## src/rtl/oled_cmd_sequencer_pkg.sv

```systemverilog
// Shared definitions for the OLED command sequencer: instruction fields,
// opcodes and FSM state encoding.
package oled_seq_pkg;

  localparam int INSTR_W   = 24;
  localparam int OPC_MSB   = 23;
  localparam int OPC_LSB   = 20;
  localparam int OPERAND_W = 20;
  localparam int DC_BIT    = 8;

  localparam logic [3:0] OP_NOP     = 4'd0;
  localparam logic [3:0] OP_PINS    = 4'd1;
  localparam logic [3:0] OP_SEND    = 4'd2;
  localparam logic [3:0] OP_DELAY   = 4'd3;
  localparam logic [3:0] OP_LOOP    = 4'd4;
  localparam logic [3:0] OP_ENDLOOP = 4'd5;
  localparam logic [3:0] OP_HALT    = 4'd6;

  typedef enum logic [2:0] {
    S_IDLE, S_FETCH, S_EXEC, S_SEND_WAIT, S_DELAY, S_DONE, S_ERR
  } state_t;

  function automatic logic [INSTR_W-1:0] mk_instr(input logic [3:0] opc,
                                                  input logic [OPERAND_W-1:0] operand);
    return {opc, operand};
  endfunction

endpackage

```

## src/rtl/oled_cmd_sequencer_if.sv

```systemverilog
// ROM fetch port and SPI byte handshake between the sequencer (master)
// and its ROM / SPI master (slave).
interface oled_cmd_sequencer_if #(parameter int ADDR_W = 8);
  import oled_seq_pkg::*;

  logic [ADDR_W-1:0]  rom_addr;
  logic [INSTR_W-1:0] rom_data;
  logic [7:0]         spi_data;
  logic               spi_wr;
  logic               spi_done;

  // ROM: rom_data answers rom_addr one cycle later. SPI: spi_wr is a
  // one-cycle strobe with spi_data valid in that cycle; the slave answers
  // with a one-cycle spi_done pulse once the byte has been shifted out.
  modport master (output rom_addr, spi_data, spi_wr, input rom_data, spi_done);
  modport slave  (input rom_addr, spi_data, spi_wr, output rom_data, spi_done);
endinterface

```

## src/rtl/oled_cmd_sequencer_loop_stack.sv

```systemverilog
// LIFO of loop frames {return address, remaining count} with push, pop and
// decrement-top; the caller never pushes when full nor pops when empty.
module oled_seq_loop_stack #(
  parameter int ADDR_W     = 8,
  parameter int CNT_W      = 15,
  parameter int LOOP_DEPTH = 2
) (
  input  logic              clk,
  input  logic              rst,
  input  logic              clr_i,
  input  logic              push_i,
  input  logic              pop_i,
  input  logic              dec_i,
  input  logic [ADDR_W-1:0] push_ret_i,
  input  logic [CNT_W-1:0]  push_cnt_i,
  output logic              full_o,
  output logic              empty_o,
  output logic [ADDR_W-1:0] top_ret_o,
  output logic [CNT_W-1:0]  top_cnt_o
);
  localparam int PTR_W = $clog2(LOOP_DEPTH + 1);
  localparam int IDX_W = (LOOP_DEPTH > 1) ? $clog2(LOOP_DEPTH) : 1;

  logic [PTR_W-1:0]  sp_q;
  logic [ADDR_W-1:0] ret_q [LOOP_DEPTH];
  logic [CNT_W-1:0]  cnt_q [LOOP_DEPTH];
  logic [IDX_W-1:0]  push_idx;
  logic [IDX_W-1:0]  top_idx;

  assign push_idx  = IDX_W'(sp_q);
  assign top_idx   = IDX_W'(sp_q - 1'b1);
  assign empty_o   = (sp_q == '0);
  assign full_o    = (sp_q == PTR_W'(LOOP_DEPTH));
  assign top_ret_o = empty_o ? '0 : ret_q[top_idx];
  assign top_cnt_o = empty_o ? '0 : cnt_q[top_idx];

  always_ff @(posedge clk or posedge rst) begin
    if (rst) begin
      sp_q <= '0;
      for (int i = 0; i < LOOP_DEPTH; i++) begin
        ret_q[i] <= '0;
        cnt_q[i] <= '0;
      end
    end else if (clr_i) begin
      sp_q <= '0;
    end else if (push_i && !full_o) begin
      ret_q[push_idx] <= push_ret_i;
      cnt_q[push_idx] <= push_cnt_i;
      sp_q            <= sp_q + 1'b1;
    end else if (pop_i && !empty_o) begin
      sp_q <= sp_q - 1'b1;
    end else if (dec_i && !empty_o) begin
      cnt_q[top_idx] <= top_cnt_o - 1'b1;
    end
  end
endmodule

```

## src/rtl/oled_cmd_sequencer.sv

```systemverilog
// Microcoded SSD1306 power-up sequencer: fetches 24-bit instructions from a
// synchronous ROM, drives panel pins, sends SPI bytes, delays and loops.
// Optional SPI completion watchdog: define OLED_SEQ_SPI_TIMEOUT_EN.
module oled_cmd_sequencer
  import oled_seq_pkg::*;
#(
  parameter int ADDR_W      = 8,
  parameter int DELAY_W     = 20,
  parameter int LOOP_DEPTH  = 2,
  parameter int CNT_W       = 15,
  parameter int TIMEOUT_CYC = 4096
) (
  input  logic                        clk,
  input  logic                        rst,
  input  logic                        start,
  oled_cmd_sequencer_if.master        bus,
  output logic                        oled_vdd,
  output logic                        oled_vbat,
  output logic                        oled_res,
  output logic                        oled_dc,
  output logic                        busy,
  output logic                        done,
  output logic                        error,
  output state_t                      dbg_state
);
  if (DELAY_W < 1 || DELAY_W > 20) begin : g_bad_delay_w
    $error("DELAY_W must be in 1..20");
  end
  if (CNT_W < 1 || CNT_W > 15) begin : g_bad_cnt_w
    $error("CNT_W must be in 1..15");
  end
  if (TIMEOUT_CYC < 1) begin : g_bad_timeout
    $error("TIMEOUT_CYC must be at least 1");
  end

  state_t             state_q, state_d;
  logic [ADDR_W-1:0]  pc_q, pc_d;
  logic [DELAY_W-1:0] dly_q, dly_d;
  logic [3:0]         pins_q, pins_d;  // {vdd, vbat, res, dc}

  logic [3:0]           opc;
  logic [OPERAND_W-1:0] operand;
  logic [DELAY_W-1:0]   dly_n;
  logic                 adv, spi_wr;
  logic                 stk_clr, stk_push, stk_pop, stk_dec, stk_full, stk_empty;
  logic [ADDR_W-1:0]    top_ret;
  logic [CNT_W-1:0]     top_cnt;

`ifdef OLED_SEQ_SPI_TIMEOUT_EN
  localparam int TMO_W = $clog2(TIMEOUT_CYC + 1);
  logic [TMO_W-1:0] tmo_q, tmo_d;
`endif

  assign opc     = bus.rom_data[OPC_MSB:OPC_LSB];
  assign operand = bus.rom_data[OPERAND_W-1:0];
  assign dly_n   = operand[DELAY_W-1:0];

  oled_seq_loop_stack #(
    .ADDR_W(ADDR_W), .CNT_W(CNT_W), .LOOP_DEPTH(LOOP_DEPTH)
  ) u_stack (
    .clk        (clk),
    .rst        (rst),
    .clr_i      (stk_clr),
    .push_i     (stk_push),
    .pop_i      (stk_pop),
    .dec_i      (stk_dec),
    .push_ret_i (pc_q + 1'b1),
    .push_cnt_i (operand[CNT_W-1:0]),
    .full_o     (stk_full),
    .empty_o    (stk_empty),
    .top_ret_o  (top_ret),
    .top_cnt_o  (top_cnt)
  );

  always_comb begin
    state_d  = state_q;
    pc_d     = pc_q;
    dly_d    = dly_q;
    pins_d   = pins_q;
    adv      = 1'b0;
    spi_wr   = 1'b0;
    stk_clr  = 1'b0;
    stk_push = 1'b0;
    stk_pop  = 1'b0;
    stk_dec  = 1'b0;
`ifdef OLED_SEQ_SPI_TIMEOUT_EN
    tmo_d    = tmo_q;
`endif
    case (state_q)
      S_IDLE, S_DONE, S_ERR: begin
        if (start) begin
          pc_d    = '0;
          stk_clr = 1'b1;
          state_d = S_FETCH;
        end
      end
      S_FETCH: state_d = S_EXEC;
      S_EXEC: begin
        case (opc)
          OP_NOP:  adv = 1'b1;
          OP_PINS: begin
            pins_d = operand[3:0];
            adv    = 1'b1;
          end
          OP_SEND: begin
            spi_wr    = 1'b1;
            pins_d[0] = operand[DC_BIT];
            state_d   = S_SEND_WAIT;
`ifdef OLED_SEQ_SPI_TIMEOUT_EN
            tmo_d     = '0;
`endif
          end
          OP_DELAY: begin
            if (dly_n == '0) begin
              adv = 1'b1;
            end else begin
              dly_d   = dly_n - 1'b1;
              state_d = S_DELAY;
            end
          end
          OP_LOOP: begin
            if (stk_full) begin
              state_d = S_ERR;
            end else begin
              stk_push = ~&pc_q;
              adv      = 1'b1;
            end
          end
          OP_ENDLOOP: begin
            if (stk_empty) begin
              state_d = S_ERR;
            end else if (top_cnt != '0) begin
              stk_dec = 1'b1;
              pc_d    = top_ret;
              state_d = S_FETCH;
            end else begin
              stk_pop = 1'b1;
              adv     = 1'b1;
            end
          end
          OP_HALT: state_d = S_DONE;
          default: state_d = S_ERR;
        endcase
      end
      S_SEND_WAIT: begin
        if (bus.spi_done) adv = 1'b1;
`ifdef OLED_SEQ_SPI_TIMEOUT_EN
        else if (tmo_q == TMO_W'(TIMEOUT_CYC - 1)) state_d = S_ERR;
        else tmo_d = tmo_q + 1'b1;
`endif
      end
      S_DELAY: begin
        if (dly_q == '0) adv = 1'b1;
        else dly_d = dly_q - 1'b1;
      end
      default: state_d = S_IDLE;
    endcase
    // Advancing from the last ROM word is a fault rather than a wrap to 0.
    if (adv) begin
      if (&pc_q) begin
        state_d = S_ERR;
      end else begin
        pc_d    = pc_q + 1'b1;
        state_d = S_FETCH;
      end
    end
  end

  always_ff @(posedge clk or posedge rst) begin
    if (rst) begin
      state_q <= S_IDLE;
      pc_q    <= '0;
      dly_q   <= '0;
      pins_q  <= '0;
`ifdef OLED_SEQ_SPI_TIMEOUT_EN
      tmo_q   <= '0;
`endif
    end else begin
      state_q <= state_d;
      pc_q    <= pc_d;
      dly_q   <= dly_d;
      pins_q  <= pins_d;
`ifdef OLED_SEQ_SPI_TIMEOUT_EN
      tmo_q   <= tmo_d;
`endif
    end
  end

  // dc must already carry the new value while spi_wr strobes.
  assign bus.rom_addr = pc_q;
  assign bus.spi_wr   = spi_wr;
  assign bus.spi_data = spi_wr ? operand[7:0] : 8'h00;
  assign oled_vdd     = pins_q[3];
  assign oled_vbat    = pins_q[2];
  assign oled_res     = pins_q[1];
  assign oled_dc      = spi_wr ? operand[DC_BIT] : pins_q[0];
  assign busy         = (state_q == S_FETCH) || (state_q == S_EXEC) ||
                        (state_q == S_SEND_WAIT) || (state_q == S_DELAY);
  assign done         = (state_q == S_DONE);
  assign error        = (state_q == S_ERR);
  assign dbg_state    = state_q;
endmodule
```

## src/flat_wrapper.sv

```systemverilog
// flat-port wrapper written by rule: the top's interface ports become plain ports
module oled_cmd_sequencer_flat import oled_seq_pkg::*;
#(
  parameter int ADDR_W      = 8,
  parameter int DELAY_W     = 20,
  parameter int LOOP_DEPTH  = 2,
  parameter int CNT_W       = 15,
  parameter int TIMEOUT_CYC = 4096
)
  (clk, rst, start, oled_vdd, oled_vbat, oled_res, oled_dc, busy, done, error, dbg_state, bus_rom_addr, bus_spi_data, bus_spi_wr, bus_rom_data, bus_spi_done);
  oled_cmd_sequencer_if #(.ADDR_W(ADDR_W)) bus_i ();
  input  logic clk;
  input  logic rst;
  input  logic start;
  output logic oled_vdd;
  output logic oled_vbat;
  output logic oled_res;
  output logic oled_dc;
  output logic busy;
  output logic done;
  output logic error;
  output state_t dbg_state;
  output wire logic [$bits(bus_i.rom_addr)-1:0] bus_rom_addr;
  output wire logic [$bits(bus_i.spi_data)-1:0] bus_spi_data;
  output wire logic [$bits(bus_i.spi_wr)-1:0] bus_spi_wr;
  input wire logic [$bits(bus_i.rom_data)-1:0] bus_rom_data;
  input wire logic [$bits(bus_i.spi_done)-1:0] bus_spi_done;
  assign bus_rom_addr = bus_i.rom_addr;
  assign bus_spi_data = bus_i.spi_data;
  assign bus_spi_wr = bus_i.spi_wr;
  assign bus_i.rom_data = bus_rom_data;
  assign bus_i.spi_done = bus_spi_done;
  oled_cmd_sequencer #(.ADDR_W(ADDR_W), .DELAY_W(DELAY_W), .LOOP_DEPTH(LOOP_DEPTH), .CNT_W(CNT_W), .TIMEOUT_CYC(TIMEOUT_CYC)) u_core (.clk(clk), .rst(rst), .start(start), .bus(bus_i), .oled_vdd(oled_vdd), .oled_vbat(oled_vbat), .oled_res(oled_res), .oled_dc(oled_dc), .busy(busy), .done(done), .error(error), .dbg_state(dbg_state));
endmodule
```

## config.mk

```make
export PLATFORM = sky130hd
export DESIGN_NAME = oled_cmd_sequencer_flat
export DESIGN_NICKNAME = d
export VERILOG_FILES = /design/src/rtl/oled_cmd_sequencer_pkg.sv /design/src/rtl/oled_cmd_sequencer_if.sv /design/src/rtl/oled_cmd_sequencer_loop_stack.sv /design/src/rtl/oled_cmd_sequencer.sv /design/src/flat_wrapper.sv
export SDC_FILE = /design/constraint.sdc
export NUM_CORES = 1
export LEC_CHECK = 0
export ABC_CLOCK_PERIOD_IN_PS = 6100
export BUFFER_PORTS_ARGS = -buffer_cell sky130_fd_sc_hd__buf_2
export CAP_MARGIN = 5
export CELL_PAD_IN_SITES_DETAIL_PLACEMENT = 1
export CELL_PAD_IN_SITES_GLOBAL_PLACEMENT = 2
export CORE_MARGIN = 10
export CORE_UTILIZATION = 36
export DETAILED_ROUTE_END_ITERATION = 16
export PLACE_DENSITY = 0.78
export SLEW_MARGIN = 10
export SYNTH_ARGS = -nofsm -noshare
export SYNTH_HDL_FRONTEND = slang
export SYNTH_SLANG_ARGS = --single-unit
```

## constraint.sdc

```tcl
create_clock -name clk -period 6.1 [get_ports clk]
set_clock_uncertainty 0.2 [all_clocks]
set_input_delay 0.61 -clock clk [delete_from_list [all_inputs] [get_ports clk]]
set_output_delay 0.61 -clock clk [all_outputs]
set_load 0.02 [all_outputs]
```

### Yosys cells after proc, flatten, opt, wreduce, memory -nomap -nowiden

Cells that the tools add are included.

* register bits: 83
* input bits: 28
* output and inout bits: 27
* word-level logic and storage cells: 143

* add/subtract/negate cells: 6
* order comparisons: 4
* equality and inequality tests: 23
* muxes and demuxes: 66
* bitwise gates (word level): 3
* reductions and logical operators: 31

Operator list (count)
* $mux 15: 6
* $mux 30: 3
* $mux 8: 11
* $bwmux 30: 2
* $mux 20: 3
* $logic_not 20->1: 2
* $pmux 20 s2: 1
* $sub 20x1->20 const B: 2
* $demux 15 s1: 2
* $mux 3: 7
* $mux 1: 20
* $pmux 3 s6: 1
* $bwmux 16: 1
* $pmux 8 s2: 1
* $reduce_bool 15->1: 1
* $sub 15x1->15 const B: 1
* $eq 4x3->1 const B: 3
* $pmux 3 s4: 1
* $eq 3x3->1 const B: 3
* $add 8x1->8 const B: 1
* $demux 8 s1: 1
* $eq 4x2->1 const B: 2
* $ne 2x2->1 const B: 4
* $ne 4x3->1 const B: 2
* other kinds (32): 52

### Longest topological paths before layout

Gate-level depths: netlist of run 1.

* depth after elaboration: 15
* gate-level depth with buffers: 20
* mapped depth without buffers: 10

### By module

A second synthesis of run 1 with hierarchy kept.

* cell total of the unflattened synthesis: 731
* area total of the unflattened synthesis: 6148.4 um^2

By module, submodules not included
* oled_seq_loop_stack: instances 1, cells an instance 372, area each 3238.1 um^2
* oled_cmd_sequencer: instances 1, cells an instance 359, area each 2910.3 um^2

### Worst setup path before layout of run 1

Ideal clock, no wire load.

* path kind: reg-to-reg
* start: register u_core.u_stack.sp_q[0]
* end: register u_core.pc_q[2] (netlist: u_core.bus.rom_addr[2])
* arrival: 4.592 ns
* required time: 5.766 ns
* setup slack: 1.174 ns
* cell stages (with the launch flop): 21
* buffers on the path: 10
* clock period less this slack: 4.926 ns
* cells stage by stage: dfrtp_1 buf_2 buf_6 clkbuf_1 clkbuf_1 inv_1 clkbuf_1 clkbuf_1 ha_1 clkbuf_1 buf_2 buf_1 or2_2 ha_1 o21ai_0 nor4_1 a31oi_1 o21ai_2 buf_4 mux2i_1 o21ai_1

* word-level cells in the longest chain between the ends: 13
* elaborated cells on any way between the ends: 23

Ends and longest elaborated chain
* start: declaration: RTL line oled_cmd_sequencer_loop_stack.sv:24 `logic [PTR_W-1:0] sp_q;`
* start signal: assignment: RTL line oled_cmd_sequencer_loop_stack.sv:49 `sp_q <= sp_q + 1'b1;`
* start signal: assignment: RTL line oled_cmd_sequencer_loop_stack.sv:51 `sp_q <= sp_q - 1'b1;`
* $sub 2x1->2
* $not 1->2 (implied by the code): RTL line oled_cmd_sequencer_loop_stack.sv:34, oled_cmd_sequencer_loop_stack.sv:35
* $mux 15 (implied by the code) (3 in a row): RTL line oled_cmd_sequencer_loop_stack.sv:35 `assign top_cnt_o = empty_o ? '0 : cnt_q[top_idx];`
* $mux 15: RTL line oled_cmd_sequencer_loop_stack.sv:35
* $reduce_bool 15->1: RTL line oled_cmd_sequencer.sv:132 `end else if (top_cnt != '0) begin`
* $mux 8: RTL line oled_cmd_sequencer.sv:132
* $mux 8: RTL line oled_cmd_sequencer.sv:130 `if (stk_empty) begin`
* $mux 8: RTL line oled_cmd_sequencer.sv:99 `case (opc)`
* $pmux 8 s2: RTL line oled_cmd_sequencer.sv:89 `case (state_q)`
* $mux 8: RTL line oled_cmd_sequencer.sv:160 `if (&pc_q) begin`
* $mux 8 *: RTL line oled_cmd_sequencer.sv:159 `if (adv) begin`
* named net u_core.pc_d[2]: RTL line oled_cmd_sequencer.sv:37 `logic [ADDR_W-1:0] pc_q, pc_d;`
* end signal: assignment: RTL line oled_cmd_sequencer.sv:180 `pc_q <= pc_d;`
* end: declaration: RTL line oled_cmd_sequencer.sv:37

Mark *: on every way through the listed nets, which the timed path passes. The rest lies on a longest branch. The select of a mux whose other input is x is not followed.
A chain may end at the register's enable or synchronous reset.

### Worst setup path in the final report of run 1

* start: register u_core.u_stack.sp_q[0]
* end: register u_core.pc_q[1] (netlist: u_core.bus.rom_addr[1])

The elaborated chain is that of the path after synthesis.

==> results of run 1 <==
==> per-stage QoR <==
step	power, mW	utilization	cells	hold slack [ps]	cell area [um^2]
after detailed placement	2.09	0.394	946	272	6330
after global placement	2.03	0.394	946	258	6330
after CTS	2.65	0.412	962	111	6620
after floorplan	1.76	-	720	244	5940
final	2.63	0.412	964	94.4	6620
after global routing	2.83	0.412	962	126	6620
==> critical path, stage by stage (launching register included) <==
cell	delay, ps
dfrtp_2	400
inv_1	530
ha_1	860
a211oi_1	230
nor4_1	920
a31oi_1	350
o21ai_2	660
nand2_1	250
mux2_2	330
==> final timing paths <==
check | cells past startpoint | endpoint | startpoint | slack [ps]
max | 8 | u_core.bus.rom_addr[1] | u_core.u_stack.sp_q[0] | 1240
min | 2 | u_core.u_stack.ret_q[2] | rst | 90
max reg2reg | 8 | u_core.bus.rom_addr[1] | u_core.u_stack.sp_q[0] | 1240
min reg2reg | 2 | u_core.u_stack.ret_q[11] | u_core.u_stack.ret_q[11] | 290
max in group asynchronous | 3 | u_core.u_stack.sp_q[0] | rst | 4430
min in group clk | 2 | u_core.u_stack.ret_q[11] | u_core.u_stack.ret_q[11] | 290
==> cell families (layout without fill, tap and decap cells) <==
kind of cell | Yosys count | count (layout) | share of synthesized area
AOI/OAI and AO/OA | 215 | 215 | 0.231
xor gates and xnor gates | 19 | 19 | 0.0280
adders and majority gates | 8 | 8 | 0.0160
buffers and inverters | 68 | 94 | 0.0491
DFF | 83 | 83 | 0.350
muxes | 47 | 47 | 0.0855
other | 0 | 2 | 0
and+or+nand+nor | 280 | 280 | 0.241
==> layer usage <==
metal  up-vias  share of wire
met4         0          0.020
met2       137           0.47
met5         -              0
met1      2939           0.47
li1       2696              -
met3        28          0.042
==> state kept, by name (all words and copies together) (netlist names) <==
signal                count
u_core.dly_q             20
u_core.bus.rom_addr       8
u_core.u_stack.cnt_q     30
u_core.u_stack.ret_q     16
u_core.pins_q             4
u_core.dbg_state          3
u_core.u_stack.sp_q       2
==> placed cells by master (no fill, tap or decap), types with 19 or more instances in the layout <==
cell       n
mux2i_1   30
o21ai_0   50
nor3_1    27
dfrtp_1   82
nand2b_1  19
a21oi_1   55
nand2_1   78
nand3_1   21
buf_2     54
nor2_1    62
o211ai_1  19
==> power breakdown <==
part	switching, mW	total [mW]	internal, mW
clock network	0.263	0.546	0.282
registers	0.209	0.947	0.737
logic	0.710	1.13	0.424
total	1.18	2.63	1.44
==> cell type report <==
type | count | area, um^2 | area share
inverter | 14 | 53.8 | 0.00813
clock inverter | 7 | 56.3 | 0.00850
antenna | 2 | 5.00 | 0.000756
tap | 216 | 270 | 0.0408
multi-input combinational | 569 | 3590 | 0.542
clock buffer | 9 | 225 | 0.0340
sequential | 83 | 2080 | 0.314
timing repair buffer | 64 | 345 | 0.0522
==> summary.md, run 1 <==
| Metric | Value |
|---|---|
| Synthesized area per cell | `8.25 um^2` |
| Yosys warns | `0` |
| Most frequent cell after synthesis | `dfrtp_1` |
| M3 GR Usage | `0.0300` |
| Actual slew at the worst max-slew pin | `around 1300 ps` |
| Fmax | `0.206 GHz` |
| DRC viols | `0` |
| Post-CTS Resized | `0` |
| Largest net degree at the start of global routing | `72` |
| Layout cells sized above 1 | `0.155` |
| Total Die Area | `22000 um^2` |
| Met2 Use GR | `0.288` |
| RSZ-0062 raised after global routing | `false` |
| RePlAce Congestion | `0.859` |
| VDD IR max | `between 0.0002 and 0.0003 V` |
| Pre-CTS WS | `between 1000 and 1500 ps` |
| DP HPWL | `between 10000 and 15000 um` |
| CTS max path bufs | `2` |
| Slew headroom | `0.100` |
| Crit path time final | `around 4900 ps` |
| Crit-path max FO | `26` |
| Std-Cell Rows | `46` |
| Gr usage total | `0.181` |
| Iter 0 DRT Violations | `slightly below 400` |
| DRT Pass-1 Iters | `5` |
| Seq/Total Area, Yosys | `0.350` |
| I/O Buffers | `54` |
| Routed Antenna Nets | `0` |
| Drt wl/cell | `about 21 um` |
| Setup CP Type | `flop to flop` |
| Synthesis-stage register bit count | `between 80 and 90` |
| Clock Sinks | `83` |
| Cts hold-fix bufs | `0` |
| DIE HEIGHT | `~150 um` |
| Run status | `completed` |
| H-tree Lvls | `3` |
| Final worst path period share | `0.797` |
| Unique masters post-synth | `70` |
| Critical path arrival | `4900 ps` |
| EDFF count, synth | `0` |
| Vias post-DR | `5800` |
| Vias in the first global route | `between 6000 and 7000` |
| Leakage | `2.75 nW` |
| Die X | `approximately 150 um` |
| First-pass GRT wire length | `between 30000 and 40000 um` |
| CTS root buffer | `clkbuf_16` |
| Post-synth top flop | `dfrtp_1` |
| Final setup vio count | `0` |
| Post-CTS Setup Bufs | `0` |
| Clk_lat worst skew | `between 300 and 400 ps` |
| Dominant cells by area after synthesis | `dfrtp_1, mux2i_1, nand2_1` |
| GR Overflow Total | `0` |
| CTS clock-pin slew for the worst setup and hold paths | `approximately 70 ps` |
| Area Growth Syn to Fin | `11.4%` |
| Post-synth top cells | `dfrtp_1, nand2_1, nor2_1, a21oi_1, o21ai_0` |
| Fillers | `about 1900` |
| Initial antenna violation count | `0` |
| Initial Utilization | `0.370` |
| Via/cell ratio | `between 6 and 7` |
| Max-slew violation count | `0` |
| Syn Nets | `between 700 and 800` |
| Total CTS buffers | `9` |
| Routed wire length | `19800 um` |
| Busiest grt layer | `met2` |
| PwrDens | `~400 nW/um^2` |
| Final hold violations | `0` |
| CP Launch Type | `flop` |
| Max Cap Viol | `0` |
| Ys async rst share | `1.00` |
| CTS tree | `yes` |
| I/O Pins | `55` |
| Type of the worst min-delay path | `primary input to asynchronous set/reset pin` |
| Netlist Area Pre-Place | `just under 6000 um^2` |
| Leading area contributor after synthesis | `dfrtp_1` |
| GRT met1 Usage | `0.243` |
| Yosys top cell area share | `0.350` |
| Setup ws final | `roughly 1200 ps` |
| Syn Inst Count | `roughly 700` |
| Core Region | `about 16000 um^2` |
| Worst EP required | `between 6000 and 7000 ps` |
| Final TNS setup | `0 ps` |
| CP endpoint kind | `flop` |
| Layout net count | `775` |
No activity file was read; power rests on OpenSTA's default activity.
==> run 2, diff against run 1 <==
Settings changed: ABC_CLOCK_PERIOD_IN_PS 6100 to 4400, CORE_UTILIZATION 36 to 33, PLACE_DENSITY 0.78 to 0.75.
Clock period 6.1 ns to 4.4 ns, I/O delays scaled along.
==> summary.md, run 2 (synthesis results as in run 1) <==
| Metric | Value |
|---|---|
| Crit path time final | `3820 ps` |
| Max Cap Viol | `0` |
| Final worst path period share | `0.867` |
| First-pass GRT wire length | `about 33000 um` |
| PwrDens | `545 nW/um^2` |
| CTS clock-pin slew for the worst setup and hold paths | `70 ps` |
| Cells on worst reg2reg path | `10` |
| Psw | `~1.6 mW` |
| I/O Pins | `55` |
| CP delay by family, top | `compound AO/OA/AOI/OAI gates` |
| Total CTS buffers | `9` |
| Via/cell ratio | `5.81` |
| GR Overflow Total | `0` |
| Type of the worst min-delay path | `primary input to asynchronous set/reset pin` |
| Worst R2R Setup Slack | `just under 600 ps` |
| Critical R2R Launch | `u_core.u_stack.sp_q[0]` |
| Post-CTS Resized | `0` |
| Overall power | `roughly 3.7 mW` |
| Critical path arrival | `around 3900 ps` |
| Largest net degree at the start of global routing | `63` |
| Crit-path max FO | `62` |
| Commonest non-fill, non-tap cell in the layout | `dfrtp_1` |
| Die X | `between 150 and 200 um` |
| CTS max path bufs | `2` |
| Sw Ratio | `0.448` |
| Clock Power Share | `0.201` |
| Routed wire length | `around 20000 um` |
| Crit path depth | `10` |
| DP HPWL | `roughly 14000 um` |
| Run status | `completed` |
| Post-CTS Setup Bufs | `0` |
| Fillers | `between 2000 and 2500` |
| RePlAce Congestion | `around 0.8` |
| DIE HEIGHT | `154 um` |
| Flip-flop and latch area | `~2100 um^2` |
| Setup CP Type | `flop to flop` |
| Core Region | `~18000 um^2` |
| Final TNS setup | `0 ps` |
| Setup ws final | `584 ps` |
| CP Cell Sequence | `buf_12, mux2i_1, or2_2, ha_1, o21ai_0, nor4_2, a31oi_1, o21ai_2, nand2_1, mux2_2` |
| CTS root buffer | `clkbuf_16` |
| Max FFs per register | `30` |
| Actual slew at the worst max-slew pin | `roughly 930 ps` |
| I/O Buffers | `between 50 and 60` |
| Total Die Area | `about 24000 um^2` |
| Cts hold-fix bufs | `0` |
| Logic gate share of total power | `0.435` |
| Slew headroom | `0.383` |
| Diodes inserted | `0` |
| DRC viols | `0` |
| Critical Path End | `u_core.bus.rom_addr[1]` |
| Clk_lat worst skew | `about 350 ps` |
| Vias post-DR | `between 5000 and 6000` |
| H-tree Lvls | `3` |
| Max incr delay on CP | `~620 ps` |
| Layout cells sized above 1 | `0.164` |
| Area Growth Syn to Fin | `12.8%` |
| Slowest cell on crit path | `o21ai_2` |
| Clock Sinks | `83` |
| Drt wl/cell | `~20 um` |
| Crit path launch | `u_core.u_stack.sp_q[0]` |
| Layout net count | `slightly below 800` |
| CP endpoint kind | `flop` |
| DRT Pass-1 Iters | `5` |
| Std-Cell Rows | `49` |
| Gr usage total | `0.167` |
| CTS tree | `yes` |
| Initial Utilization | `0.333` |
| Final setup vio count | `0` |
| Pre-CTS WS | `604 ps` |
| Reg with most FFs | `u_core.u_stack.cnt_q` |
| Iter 0 DRT Violations | `slightly above 400` |
| RSZ-0062 raised after global routing | `false` |
| Reg-to-reg critical path endpoint | `u_core.bus.rom_addr[1]` |
| Multi-input logic area | `roughly 3600 um^2` |
| Initial antenna violation count | `0` |
| Flop pwr share | `0.364` |
| Biggest regs | `u_core.u_stack.cnt_q (30), u_core.dly_q (20), u_core.u_stack.ret_q (16)` |
| Vias in the first global route | `~6100` |
| Final hold violations | `0` |
| P_int | `2.02 mW` |
| Worst EP required | `roughly 4400 ps` |
| Commonest non-fill, non-tap cells in the layout | `dfrtp_1, nand2_1, nor2_1, a21oi_1, buf_2` |
| Routed Antenna Nets | `0` |
| VDD IR max | `0.000367 V` |
| Buffer and inverter count on the worst path | `1` |
| Fmax | `roughly 0.26 GHz` |
| Leakage | `around 2.8 nW` |
| Max-slew violation count | `0` |
| CP Launch Type | `flop` |
run 2: cell count changes in the layout (fill, tap and decap cells not counted), sizes merged:
cell	before	now
clkinv	3	4
inv	17	15
clkinvlp	1	2
buf	64	72
diode	2	0
run 2: worst min-delay path by stage:
| stage | startpoint | slack (ps) | to |
|---|---|---|---|
| finish | rst | 10 | u_core.u_stack.ret_q[14] |
| global route | rst | 60 | u_core.u_stack.ret_q[14] |
| global placement | u_core.u_stack.ret_q[15] | 260 | u_core.u_stack.ret_q[15] |
| detailed placement | u_core.u_stack.ret_q[11] | 270 | u_core.u_stack.ret_q[11] |
| floorplan | u_core.u_stack.ret_q[10] | 240 | u_core.u_stack.ret_q[10] |
| CTS | rst | 30 | u_core.u_stack.ret_q[14] |
run 2: per-stage QoR:
stage	utilization	cell area, um^2	cells	hold WS, ps
2_1_floorplan	-	5950	720	244
3_5_place_dp	0.360	6430	967	273
5_1_grt	0.376	6700	983	64.9
3_3_place_gp	0.360	6430	967	256
4_1_cts	0.376	6700	983	31.7
6_report	0.376	6700	983	14.2
run 2: worst register-to-register path, stage by stage, from the launching register on:
cell and delay, ps:
dfrtp_2 550, buf_12 320, mux2i_1 280, or2_2 170, ha_1 140, o21ai_0 90
nor4_2 520, a31oi_1 260, o21ai_2 620, nand2_1 230, mux2_2 320
run 2: area by class of cell:
type                            instances  share of cell area
Inverter                               14             0.00803
Sequential cell                        83               0.310
Timing Repair Buffer                   72              0.0623
Clock buffer                            9              0.0336
Tap cell                              229              0.0427
Multi-Input combinational cell        569               0.536
Clock inverter                          7             0.00765
run 2: per-layer routing:
layer  track usage  wire length [um]
met5             0                 0
met4        0.0427               275
met3        0.0294               702
met2         0.271              9520
met1         0.224              9490
run 2: power by group through the flow:
stage	clock [mW]	combinational (mW)	sequential, mW
6_report	0.734	1.59	1.33
5_1_grt	0.786	1.79	1.38
4_1_cts	0.752	1.60	1.33
3_5_place_dp	0	1.60	1.34
3_3_place_gp	0	1.53	1.32
2_1_floorplan	0	1.19	1.25
